==> src/rtl/muldiv_pkg.sv <==
// muldiv_pkg
// Shared definitions for the RV32M multi-cycle multiply/divide block:
//   - ALUoperation encodings for the eight M-extension ops (1000..1111)
//   - FSM state enum used by muldiv_sequencer
//   - RISC-V special-case result constants
//   - a small helper that forms a two's-complement magnitude
package muldiv_pkg;

  localparam logic [3:0] OP_MUL    = 4'b1000;
  localparam logic [3:0] OP_MULH   = 4'b1001;
  localparam logic [3:0] OP_MULHSU = 4'b1010;
  localparam logic [3:0] OP_MULHU  = 4'b1011;
  localparam logic [3:0] OP_DIV    = 4'b1100;
  localparam logic [3:0] OP_DIVU   = 4'b1101;
  localparam logic [3:0] OP_REM    = 4'b1110;
  localparam logic [3:0] OP_REMU   = 4'b1111;

  typedef enum logic [1:0] {
    IDLE = 2'd0,
    CALC = 2'd1,
    FIX  = 2'd2,
    DONE = 2'd3
  } state_t;

  localparam logic [31:0] DIV0_QUOT = 32'hFFFFFFFF;
  localparam logic [31:0] INT_MIN   = 32'h80000000;

  // Absolute value of a 32-bit operand when it is to be treated as negative.
  // INT_MIN maps onto itself, which reads correctly as the unsigned 2^31.
  function automatic logic [31:0] magnitude(input logic [31:0] value, input logic neg);
    return neg ? (~value + 32'd1) : value;
  endfunction

endpackage

==> src/rtl/muldiv_iter_core.sv <==
// muldiv_iter_core
// One combinational iteration of the shared multiply/divide datapath.
// The 64-bit accumulator is split as {high, low}:
//   multiply: high = partial product, low = remaining multiplier bits
//   divide:   high = partial remainder, low = dividend bits / quotient bits
// Ports:
//   acc      - current accumulator
//   operand  - multiplicand (multiply) or divisor (divide), both unsigned
//   div_mode - 1 selects the restoring-divide step, 0 the shift-add step
//   next_acc - accumulator after this iteration
module muldiv_iter_core #(
  parameter int XLEN = 32
) (
  input  logic [2*XLEN-1:0] acc,
  input  logic [XLEN-1:0]   operand,
  input  logic              div_mode,
  output logic [2*XLEN-1:0] next_acc
);

  logic [XLEN:0]   sum;
  logic [XLEN:0]   shifted_rem;
  logic            fits;
  logic [XLEN-1:0] diff;

  // The shifted remainder needs XLEN+1 bits for the compare, but whenever the
  // divisor fits the difference is below the divisor, so XLEN bits of the
  // subtraction are enough for the restored value.
  always_comb begin
    sum         = {1'b0, acc[2*XLEN-1:XLEN]} + {1'b0, operand};
    shifted_rem = acc[2*XLEN-1:XLEN-1];
    fits        = (shifted_rem >= {1'b0, operand});
    diff        = acc[2*XLEN-2:XLEN-1] - operand;
    next_acc    = '0;
    if (div_mode) begin
      if (fits) next_acc = {diff, acc[XLEN-2:0], 1'b1};
      else      next_acc = {acc[2*XLEN-2:0], 1'b0};
    end else if (acc[0]) begin
      next_acc = {sum, acc[XLEN-1:1]};
    end else begin
      next_acc = {1'b0, acc[2*XLEN-1:1]};
    end
  end

endmodule

==> src/rtl/muldiv_sequencer.sv <==
// muldiv_sequencer
// Multi-cycle RV32M multiply/divide unit for the execute stage. Accepts one
// operation through a valid/ready handshake, iterates 32 times in CALC, applies
// sign correction in FIX and holds the result in DONE until acknowledged.
// Ports:
//   clk, rst     - clock (rising edge) and asynchronous active-high reset
//   in_valid_i   - operation request; in_ready_o is high only in IDLE
//   op_i         - ALUoperation code (1000..1111 legal, op_i[3]=0 illegal)
//   a_i, b_i     - rs1 / rs2 operands
//   flush_i      - pipeline redirect; aborts anything in flight
//   out_valid_o  - result_o / illegal_o are valid, held until out_ready_i
//   out_ready_i  - consumer accepts the result (only looked at in DONE)
//   result_o     - operation result
//   illegal_o    - result belongs to a non-M opcode (result is 0)
//   busy_o       - operation accepted and not yet consumed
module muldiv_sequencer
  import muldiv_pkg::*;
#(
  parameter int XLEN = 32,
  parameter int ITER = 32
) (
  input  logic            clk,
  input  logic            rst,
  input  logic            in_valid_i,
  output logic            in_ready_o,
  input  logic [3:0]      op_i,
  input  logic [XLEN-1:0] a_i,
  input  logic [XLEN-1:0] b_i,
  input  logic            flush_i,
  output logic            out_valid_o,
  input  logic            out_ready_i,
  output logic [XLEN-1:0] result_o,
  output logic            illegal_o,
  output logic            busy_o
);

  localparam int CW = $clog2(ITER);

  state_t            state;
  logic [CW-1:0]     cnt;
  logic [2*XLEN-1:0] acc;
  logic [XLEN-1:0]   operand;
  logic [3:0]        op_q;
  logic              sign_q;
  logic              special_q;
  logic              illegal_q;

  logic              a_neg;
  logic              b_neg;
  logic [XLEN-1:0]   a_mag;
  logic [XLEN-1:0]   b_mag;
  logic              sign_in;
  logic              special_in;
  logic              illegal_in;
  logic [XLEN-1:0]   special_res;

  logic [2*XLEN-1:0] next_acc;
  logic [2*XLEN-1:0] prod;
  logic [XLEN-1:0]   quot;
  logic [XLEN-1:0]   remd;
  logic [XLEN-1:0]   fix_result;

  // Request decode: operand signedness per op, the result sign, and the
  // RISC-V corner cases whose answer is known without iterating.
  always_comb begin
    a_neg = 1'b0;
    b_neg = 1'b0;
    case (op_i)
      OP_MULH, OP_DIV, OP_REM: begin
        a_neg = a_i[XLEN-1];
        b_neg = b_i[XLEN-1];
      end
      OP_MULHSU: a_neg = a_i[XLEN-1];
      default: ;
    endcase
    a_mag   = magnitude(a_i, a_neg);
    b_mag   = magnitude(b_i, b_neg);
    sign_in = (op_i == OP_REM) ? a_neg : (a_neg ^ b_neg);

    special_in  = 1'b0;
    illegal_in  = 1'b0;
    special_res = '0;
    if (!op_i[3]) begin
      special_in = 1'b1;
      illegal_in = 1'b1;
    end else if (op_i[2]) begin
      if (b_i == '0) begin
        special_in  = 1'b1;
        special_res = op_i[1] ? a_i : DIV0_QUOT;
      end else if (op_i == OP_DIV && a_i == INT_MIN && b_i == '1) begin
        special_in  = 1'b1;
        special_res = INT_MIN;
      end else if (op_i == OP_REM && a_i == INT_MIN && b_i == '1) begin
        special_in  = 1'b1;
        special_res = '0;
      end
    end
  end

  muldiv_iter_core #(.XLEN(XLEN)) u_core (
    .acc      (acc),
    .operand  (operand),
    .div_mode (op_q[2]),
    .next_acc (next_acc)
  );

  // Sign correction and result selection. Special cases carry their final
  // answer in the low accumulator half and bypass the correction.
  always_comb begin
    prod       = sign_q ? (~acc + 64'd1) : acc;
    quot       = sign_q ? (~acc[XLEN-1:0] + 32'd1) : acc[XLEN-1:0];
    remd       = sign_q ? (~acc[2*XLEN-1:XLEN] + 32'd1) : acc[2*XLEN-1:XLEN];
    fix_result = acc[XLEN-1:0];
    if (!special_q) begin
      case (op_q)
        OP_MUL:                       fix_result = prod[XLEN-1:0];
        OP_MULH, OP_MULHSU, OP_MULHU: fix_result = prod[2*XLEN-1:XLEN];
        OP_DIV, OP_DIVU:              fix_result = quot;
        OP_REM, OP_REMU:              fix_result = remd;
        default: ;
      endcase
    end
  end

  // Control FSM with registered handshake outputs. flush_i outranks every
  // state, including a request arriving in IDLE during the same cycle.
  always_ff @(posedge clk or posedge rst) begin
    if (rst) begin
      state       <= IDLE;
      cnt         <= '0;
      acc         <= '0;
      operand     <= '0;
      op_q        <= '0;
      sign_q      <= 1'b0;
      special_q   <= 1'b0;
      illegal_q   <= 1'b0;
      in_ready_o  <= 1'b1;
      out_valid_o <= 1'b0;
      result_o    <= '0;
      illegal_o   <= 1'b0;
      busy_o      <= 1'b0;
    end else if (flush_i) begin
      state       <= IDLE;
      cnt         <= '0;
      in_ready_o  <= 1'b1;
      out_valid_o <= 1'b0;
      busy_o      <= 1'b0;
    end else begin
      case (state)
        IDLE: begin
          if (in_valid_i) begin
            op_q       <= op_i;
            operand    <= b_mag;
            acc        <= {{XLEN{1'b0}}, (special_in ? special_res : a_mag)};
            sign_q     <= special_in ? 1'b0 : sign_in;
            special_q  <= special_in;
            illegal_q  <= illegal_in;
            cnt        <= '0;
            in_ready_o <= 1'b0;
            busy_o     <= 1'b1;
            state      <= special_in ? FIX : CALC;
          end
        end
        CALC: begin
          acc <= next_acc;
          cnt <= cnt + CW'(1);
          if (cnt == CW'(ITER - 1)) state <= FIX;
        end
        FIX: begin
          result_o    <= fix_result;
          illegal_o   <= illegal_q;
          out_valid_o <= 1'b1;
          state       <= DONE;
        end
        DONE: begin
          if (out_ready_i) begin
            out_valid_o <= 1'b0;
            in_ready_o  <= 1'b1;
            busy_o      <= 1'b0;
            state       <= IDLE;
          end
        end
        default: state <= IDLE;
      endcase
    end
  end

endmodule

==> config.mk <==
export PLATFORM = sky130hd
export DESIGN_NAME = muldiv_sequencer
export DESIGN_NICKNAME = d
export VERILOG_FILES = /design/src/rtl/muldiv_pkg.sv /design/src/rtl/muldiv_iter_core.sv /design/src/rtl/muldiv_sequencer.sv
export SDC_FILE = /design/constraint.sdc
export NUM_CORES = 1
export LEC_CHECK = 0
export CORE_ASPECT_RATIO = 1.25
export CORE_MARGIN = 5
export CORE_UTILIZATION = 35
export DETAILED_ROUTE_END_ITERATION = 8
export HOLD_SLACK_MARGIN = 0.15
export PLACE_DENSITY = 0.64
export SYNTH_ARGS = -nofsm -noshare
export SYNTH_HDL_FRONTEND = slang
export SYNTH_SLANG_ARGS = --single-unit
==> constraint.sdc <==
create_clock -name clk -period 5.27 [get_ports clk]
set_clock_uncertainty 0.05 [all_clocks]
set_input_delay 1.054 -clock clk [delete_from_list [all_inputs] [get_ports clk]]
set_output_delay 1.054 -clock clk [all_outputs]
set_load 0.03 [all_outputs]
# Word level (Yosys, flattened, before mapping)
# Cells that the tools add are included.
# classes
n_addsub	8
n_lt_le_gt_ge	1
n_eq_ne	22
n_mux	47
bitwise_logic	7
n_reduce_logical	22
# op_table
op	count
$mux 32	11
$mux 64	5
$add 32x1->32 const B	4
$not 32->32	4
$pmux 32 s4	1
$pmux 64 s2	1
$add 64x1->64 const B	1
$eq 32x32->1 const B	2
$not 64->64	1
$eq 4x4->1 const B	12
$add 32x32->33	1
$ge 33x32->1	1
$logic_not 32->1	1
$sub 32x32->32	1
$mux 1	17
$reduce_and 3->1	4
$mux 2	5
$mux 5	2
$pmux 5 s2	1
$ne 3x3->1 const B	3
$reduce_bool 3->1	3
$pmux 2 s4	1
$pmux 1 s2	3
$reduce_and 2->1	3
13 further kinds	19
# word_totals
register_bits	146
input_bits	73
out_inout_bits	36

# Longest topological paths before layout
# Gate-level depths: netlist (run 1).
# depth
word_depth	12
mapped_depth	14
ltp_nobuf	13

# By module
# Synthesis (run 1) repeated with hierarchy kept, for this count alone.
# hier_totals
hier_cells	2023
area_unflattened_um2	15556.2
# modules_own_cells
mod	n_inst	cells_per_inst	area_per_inst_um2	seq_area_each_um2
muldiv_sequencer	1	1310	10649.0	3654.8
muldiv_iter_core	1	713	4907.2	0.0

# Worst setup path before layout (run 1)
# Ideal clock, no wire load.
# synth_path
kind	in2reg
from	input b_i[3]
to	register acc[10]
setup_time_ns	0.140
t_arrival_ns	3.275
required_time_ns	5.080
slack_ns	1.804
stages	12
path_buffers	3
path_cell_list	or4_4 > or4_4 > buf_6 > nand4b_4 > o32ai_4 > a21o_2 > and2_4 > buf_6 > buf_6 > a21oi_2 > o21ai_1 > o311ai_1
# synth_between
elab_chain_len	10
elab_cells_between_ends	15
# synth_rtl
element	line	source
from (decl)	muldiv_sequencer.sv:28	input logic [XLEN-1:0] b_i,
$eq 32x32->1	muldiv_sequencer.sv:90, muldiv_sequencer.sv:93	
$logic_and 1x1->1	muldiv_sequencer.sv:93	end else if (op_i == OP_REM && a_i == INT_MIN && b_i == '1) begin
$mux 1	muldiv_sequencer.sv:93	
$mux 1	muldiv_sequencer.sv:90	end else if (op_i == OP_DIV && a_i == INT_MIN && b_i == '1) begin
$mux 1	muldiv_sequencer.sv:87	if (b_i == '0) begin
$mux 1	muldiv_sequencer.sv:86	end else if (op_i[2]) begin
$mux 1	muldiv_sequencer.sv:83	if (!op_i[3]) begin
$mux 32 (*)	muldiv_sequencer.sv:154	acc <= {{XLEN{1'b0}}, (special_in ? special_res : a_mag)};
$mux 64 (*)	muldiv_sequencer.sv:151	if (in_valid_i) begin
$pmux 64 s2 (*)	muldiv_sequencer.sv:149	case (state)
to (signal assigned)	muldiv_sequencer.sv:154	
to (signal assigned)	muldiv_sequencer.sv:165	acc <= next_acc;
to (decl)	muldiv_sequencer.sv:41	logic [2*XLEN-1:0] acc;
# Every way passes the cells marked *; elsewhere a longest branch is shown, timed or not. The select of a mux whose other input is x is not followed.
# A chain may end at the register's enable or synchronous reset.

# Worst setup path after layout (run 1)
# layout_path
from	input a_i[6]
to	register acc[11]
# layout_between
elab_chain_len	11
elab_cells_between_ends	16
# layout_rtl
element	line	source
from (decl)	muldiv_sequencer.sv:27	input logic [XLEN-1:0] a_i,
parallel branches: the longest is 8 deep, another holds $add 32x1->32	-	
$mux 32 (*)	muldiv_sequencer.sv:154	
$mux 64 (*)	muldiv_sequencer.sv:151	
$pmux 64 s2 (*)	muldiv_sequencer.sv:149	
# Every way passes the cells marked *. The select of a mux whose other input is x is not followed.

==> results.json, run 1 <==
{
  "status": "finished, final reports clean",
  "synthFlopType": "dfrtp_1",
  "cts_setup_buffers": 0,
  "instances_no_fill": 2605,
  "postRouteAntennaNets": 0,
  "critPathTopFamily": "simple AND/OR/NAND/NOR gates",
  "drive_gt1_share_pct": 6.18,
  "grt_setup_unrepaired": "no",
  "grt_pass1_wl_mm": 85.0,
  "areaGrowthSynthToFinish_pct": 13.4,
  "drt-initial-drc-count": 1382,
  "clock.fmax_mhz": 243,
  "p_leak_nw": 7.01,
  "cts_tree": "built",
  "dp.cells": 2573,
  "drc_errors": 0,
  "antenna_cells": 0,
  "synth_nets": 2173,
  "ios": 109,
  "root_buffer": "clkbuf_16",
  "grtUsageMet3_pct": 2.26,
  "critPathLaunchType": "primary input",
  "die_y_microns": 243,
  "portBuffers": 108,
  "grt_antenna_before_repair": 0,
  "fin_crit_sh_pct": 78.0,
  "dp_hpwl_mm": 41.9,
  "drv_slew": 0,
  "layout_setup_ws_ns": 1.16,
  "wire_per_inst_microns": 21.1,
  "critical_path_arrival_ns": 4.46,
  "cts.reportedPaths.clkPinSlew_ns": 0.07,
  "synthArstFlopShare_pct": 100,
  "critPathSlowestCell": "or4_1",
  "grt-ovfl-total": 0,
  "timing_worst_setup_path_type": "in -> reg",
  "ys_top_cells_by_count": "218 x nand2_1, 189 x o21ai_0, 181 x a21oi_1",
  "synth.most_common_cell": "nand2_1",
  "syn_area_per_cell_sq_um": 7.51,
  "hold_viol": 0,
  "met2_usage_pct": 37.9,
  "vdd_drop_max_v": 0.000322,
  "post-synth-top-area-cell": "dfrtp_1",
  "whs_ns": 0.428,
  "grt_pass1_vias": 14858,
  "synth.area.top_cells": "dfrtp_1 24%, o21ai_0 6.2%, ha_1 6.2%",
  "finalSetupViolations": 0,
  "row_count": 85,
  "ys_ff_latch": 146,
  "timing.slew.headroom_pct": 31.4,
  "utilization_pct": 40.0,
  "crit_required_ns": 5.62,
  "viasPerCell": 6.10,
  "clk_latency_ns": 0.46,
  "end_kind": "register",
  "num_vias": 15899,
  "cts.htree.levels": 4,
  "yosys.area.top_type_share_pct": 23.9,
  "wl_mm": 55.1,
  "maxCapViolations": 0,
  "syn-instance-count": 2023,
  "numCtsBuffers": 17,
  "final.setup.tns_ns": 0,
  "cpPeakStageDelay_ns": 0.62,
  "core_area_sq_mm": 0.0431,
  "cts.sinks": 146,
  "met1_usage_pct": 28.4,
  "grt_max_degree": 94,
  "grt-busiest-layer": "met2",
  "crit_fanout": 33,
  "synth_edf_count": 0,
  "ys_warn_count": 0,
  "place_congestion": 0.979,
  "period_minus_slack_ns": 4.11,
  "initial_core_util_pct": 35.3,
  "die_w_microns": 196,
  "critical_path.cell_chain": "clkdlybuf4s50_1 -> or4_1 -> nor4_2 -> nand4_2 -> o32ai_4 -> a21oi_4 -> nor2_4 -> a211oi_1 -> a311oi_1 -> a211o_1",
  "post_cts_resized": 0,
  "ys_types": 94,
  "die-area_sq_mm": 0.0477,
  "clk_path_buf_depth": 2,
  "grt_use_total_pct": 22.1,
  "hold_buffers": 0,
  "post-place-ws_ns": 0.751,
  "synth_area_sq_mm": 0.0152,
  "finalNetCount": 2177,
  "detail_route.first_pass.iterations": 6,
  "tightest_slew_ns": 1.03,
  "hold_class": "reg -> reg",
  "ys_seq_area_share_pct": 24.0,
  "powerDensity_mw_per_mm2": 681,
  "worst-path-buf-inv": 1
}
-- worst reg2reg max path, delay by kind of cell (launching register included) --
family,cells,cell delay (ns)
adders and majority gates,1,0.55
muxes,1,0.45
DFF,1,0.55
AOI/OAI and AO/OA,3,0.28
buffers and inverters,2,0.69
and+or+nand+nor,5,1.39
-- where the power goes --
group | switching, mW | internal, mW
combinational | 4.73 | 3.05
clock | 0.575 | 0.761
sequential | 1.01 | 1.61
-- layout by cell type (no fill, tap or decap), types with 32 or more instances in the layout --
cell type        count
clkdlybuf4s50_1    108
xor2_1              66
nor2_1             137
ha_1                75
nand3_1             47
xnor2_1             52
dfrtp_1            143
o31ai_1             32
nor3_1              55
mux2i_1             55
a21oi_1            181
o21ai_0            189
inv_1               69
nand2_1            218
a31oi_1             40
-- through the flow --
stage,power (mW),area (sq um)
floorplan,7.95,15200
global placement,10.2,16600
detailed placement,10.3,16600
CTS,11.6,17200
global route,12.6,17200
finish,11.7,17200
-- kinds of logic (layout without fill, tap and decap cells) --
kind of cell / after synthesis / count (layout) / synth area share (%)
AOI/OAI and AO/OA: 724 / 724 / 30.1
and+or+nand+nor: 665 / 665 / 22.0
buffers and inverters: 224 / 241 / 5.91
DFF: 146 / 146 / 24.0
xor gates and xnor gates: 118 / 118 / 6.80
adders and majority gates: 77 / 77 / 6.44
muxes: 69 / 69 / 4.66
-- cell type report --
cell class | instances | area (sq um)
Tap cell | 565 | 707
Inverter | 72 | 275
Sequential cell | 146 | 3660
Clock inverter | 15 | 196
Fill cell | 4484 | 25800
Multi-Input combinational cell | 1653 | 10600
Clock buffer | 17 | 425
Timing Repair Buffer | 137 | 1320
-- worst paths after layout --
path	slack (ns)	end	depth (start not counted)	from
setup / recovery	1.16	acc[11]	10	a_i[6]
hold / removal	0.43	illegal_o	2	illegal_o
setup reg to reg	1.17	acc[35]	12	acc[53]
hold reg to reg	0.43	illegal_o	2	illegal_o
max in group asynchronous	3.22	op_q[2]	3	rst
min in group asynchronous	1.01	result_o[22]	2	rst
-- registers in the layout, summed over array words and instances (netlist names), 2 cells and up --
register	flops
acc	64
op_q	4
operand	32
result_o	32
state	2
cnt	5
-- layer usage --
| layer | wire length, microns | vias up |
|---|---|---|
| li1 | - | 7492 |
| met1 | 22600 | 7564 |
| met2 | 26800 | 702 |
| met3 | 3480 | 141 |
| met4 | 2180 | 0 |
| met5 | 0 | - |
Power figures use the tool's default switching activity.
==> run 2, diff against run 1 <==
- PLACE_DENSITY: 0.64 -> 0.62
- clock period: 5.27 -> 3.9 ns (I/O delays scaled with it)
==> results.json, run 2 (synthesized netlist as in run 1, its figures left out) <==
{
  "status": "finished, final reports clean",
  "maxCapViolations": 0,
  "top_regs": "acc: 64 flops, operand: 32 flops, result_o: 32 flops",
  "met2_usage_pct": 40.9,
  "end_kind": "register",
  "finalSetupViolations": 0,
  "largest_register_ffs": 64,
  "fin_crit_sh_pct": 94.0,
  "grt-ovfl-total": 0,
  "critical_path_arrival_ns": 3.93,
  "utilization_pct": 41.7,
  "cts_setup_buffers": 0,
  "grt-busiest-layer": "met2",
  "row_count": 85,
  "drv_slew": 0,
  "portBuffers": 108,
  "place_congestion": 0.958,
  "cts.htree.levels": 4,
  "ios": 109,
  "dp_hpwl_mm": 45.7,
  "instances_no_fill": 2698,
  "drt-initial-drc-count": 1365,
  "core_area_sq_mm": 0.0431,
  "finalNetCount": 2270,
  "swShare_pct": 53.3,
  "hold_buffers": 0,
  "period_minus_slack_ns": 3.67,
  "viasPerCell": 6.04,
  "cts.sinks": 146,
  "p_leak_nw": 7.49,
  "drc_errors": 0,
  "final_cell_mix": "218 x nand2_1, 189 x o21ai_0, 181 x a21oi_1, 143 x dfrtp_1, 137 x nor2_1",
  "vdd_drop_max_v": 0.000373,
  "timing.slew.headroom_pct": 17.9,
  "initial_core_util_pct": 35.3,
  "die-area_sq_mm": 0.0477,
  "postRouteAntennaNets": 0,
  "detail_route.first_pass.iterations": 5,
  "drive_gt1_share_pct": 10.2,
  "clk_path_buf_depth": 2,
  "tightest_slew_ns": 1.23,
  "areaGrowthSynthToFinish_pct": 18.2,
  "grt_max_degree": 94,
  "wl_mm": 58.6,
  "clk_latency_ns": 0.45,
  "cts.reportedPaths.clkPinSlew_ns": 0.07,
  "layout_commonest_cell": "nand2_1",
  "grt_antenna_before_repair": 0,
  "timing_worst_setup_path_type": "reg -> reg",
  "regMostFlops": "acc",
  "clock.fmax_mhz": 273,
  "whs_ns": 0.428,
  "critPathLaunchType": "register",
  "dp.cells": 2666,
  "cts_tree": "built",
  "hold_viol": 0,
  "p_int_mw": 7.72,
  "grt_pass1_wl_mm": 90.5,
  "grt_pass1_vias": 15598,
  "grtUsageMet3_pct": 2.80,
  "switchingPower_mw": 8.81,
  "grt_use_total_pct": 23.7,
  "num_vias": 16291,
  "numCtsBuffers": 17,
  "root_buffer": "clkbuf_16",
  "die_y_microns": 243,
  "wire_per_inst_microns": 21.7,
  "die_w_microns": 196,
  "clkPwrFrac_pct": 10.7,
  "met1_usage_pct": 29.0,
  "hold_class": "reg -> reg",
  "crit_fanout": 9,
  "power_frac_seq_pct": 18.9,
  "antenna_cells": 0,
  "combPwrFrac_pct": 70.5,
  "crit_required_ns": 4.16,
  "grt_setup_unrepaired": "no",
  "powerDensity_mw_per_mm2": 921,
  "post_cts_resized": 0
}
-- run 2: power groups by stage --
stage | registers, mW | logic (mW) | clock network (mW)
detailed placement | 3.13 | 11.4 | 0
global route | 3.19 | 12.7 | 1.83
floorplan | 3.01 | 7.73 | 0
finish | 3.12 | 11.6 | 1.76
CTS | 3.10 | 11.5 | 1.77
global placement | 3.11 | 11.3 | 0
-- run 2: per-stage QoR --
step	instance area [sq um]	total power, mW	setup TNS (ns)	setup WS (ns)
3_5_place_dp	17400	14.6	-0.277	-0.0482
5_1_grt	18000	17.7	0	0.106
2_1_floorplan	15200	10.7	0	0.708
6_report	18000	16.5	0	0.233
3_3_place_gp	17400	14.4	-0.0349	-0.0166
4_1_cts	18000	16.4	0	0.317
-- run 2: worst paths after layout --
kind	from	end	slack, ns	depth (start not counted)
max	acc[13]	result_o[30]	0.23	9
min	result_o[4]	result_o[4]	0.43	2
max reg2reg	acc[13]	result_o[30]	0.23	9
min reg2reg	result_o[4]	result_o[4]	0.43	2
max in group asynchronous	rst	acc[18]	2.32	3
min in group asynchronous	rst	acc[58]	0.75	2
-- run 2: final cells by class --
cell class / instances / area (sq um)
timing repair buffer: 230 / 2070
multi-input combinational: 1653 / 10600
tap: 565 / 707
clock buffer: 18 / 429
fill: 4374 / 25100
sequential: 146 / 3660
clock inverter: 14 / 165
inverter: 72 / 274
-- run 2: worst max-delay path, cell delays in order (launching register included) --
cell and delay [ns]:
dfrtp_1 0.52, nor4_1 0.82, nor4b_2 0.56, nand4_1 0.32, o21ai_0 0.36, nor2_1 0.07
a31oi_1 0.15, a21oi_1 0.09, o32ai_1 0.47, o21ai_0 0.13
-- run 2: layer usage --
layer | vias to the layer above | part of all wire (%)
li1 | 7675 | -
met1 | 7853 | 40
met2 | 602 | 49
met3 | 161 | 4.8
met4 | 0 | 5.7
met5 | - | 0
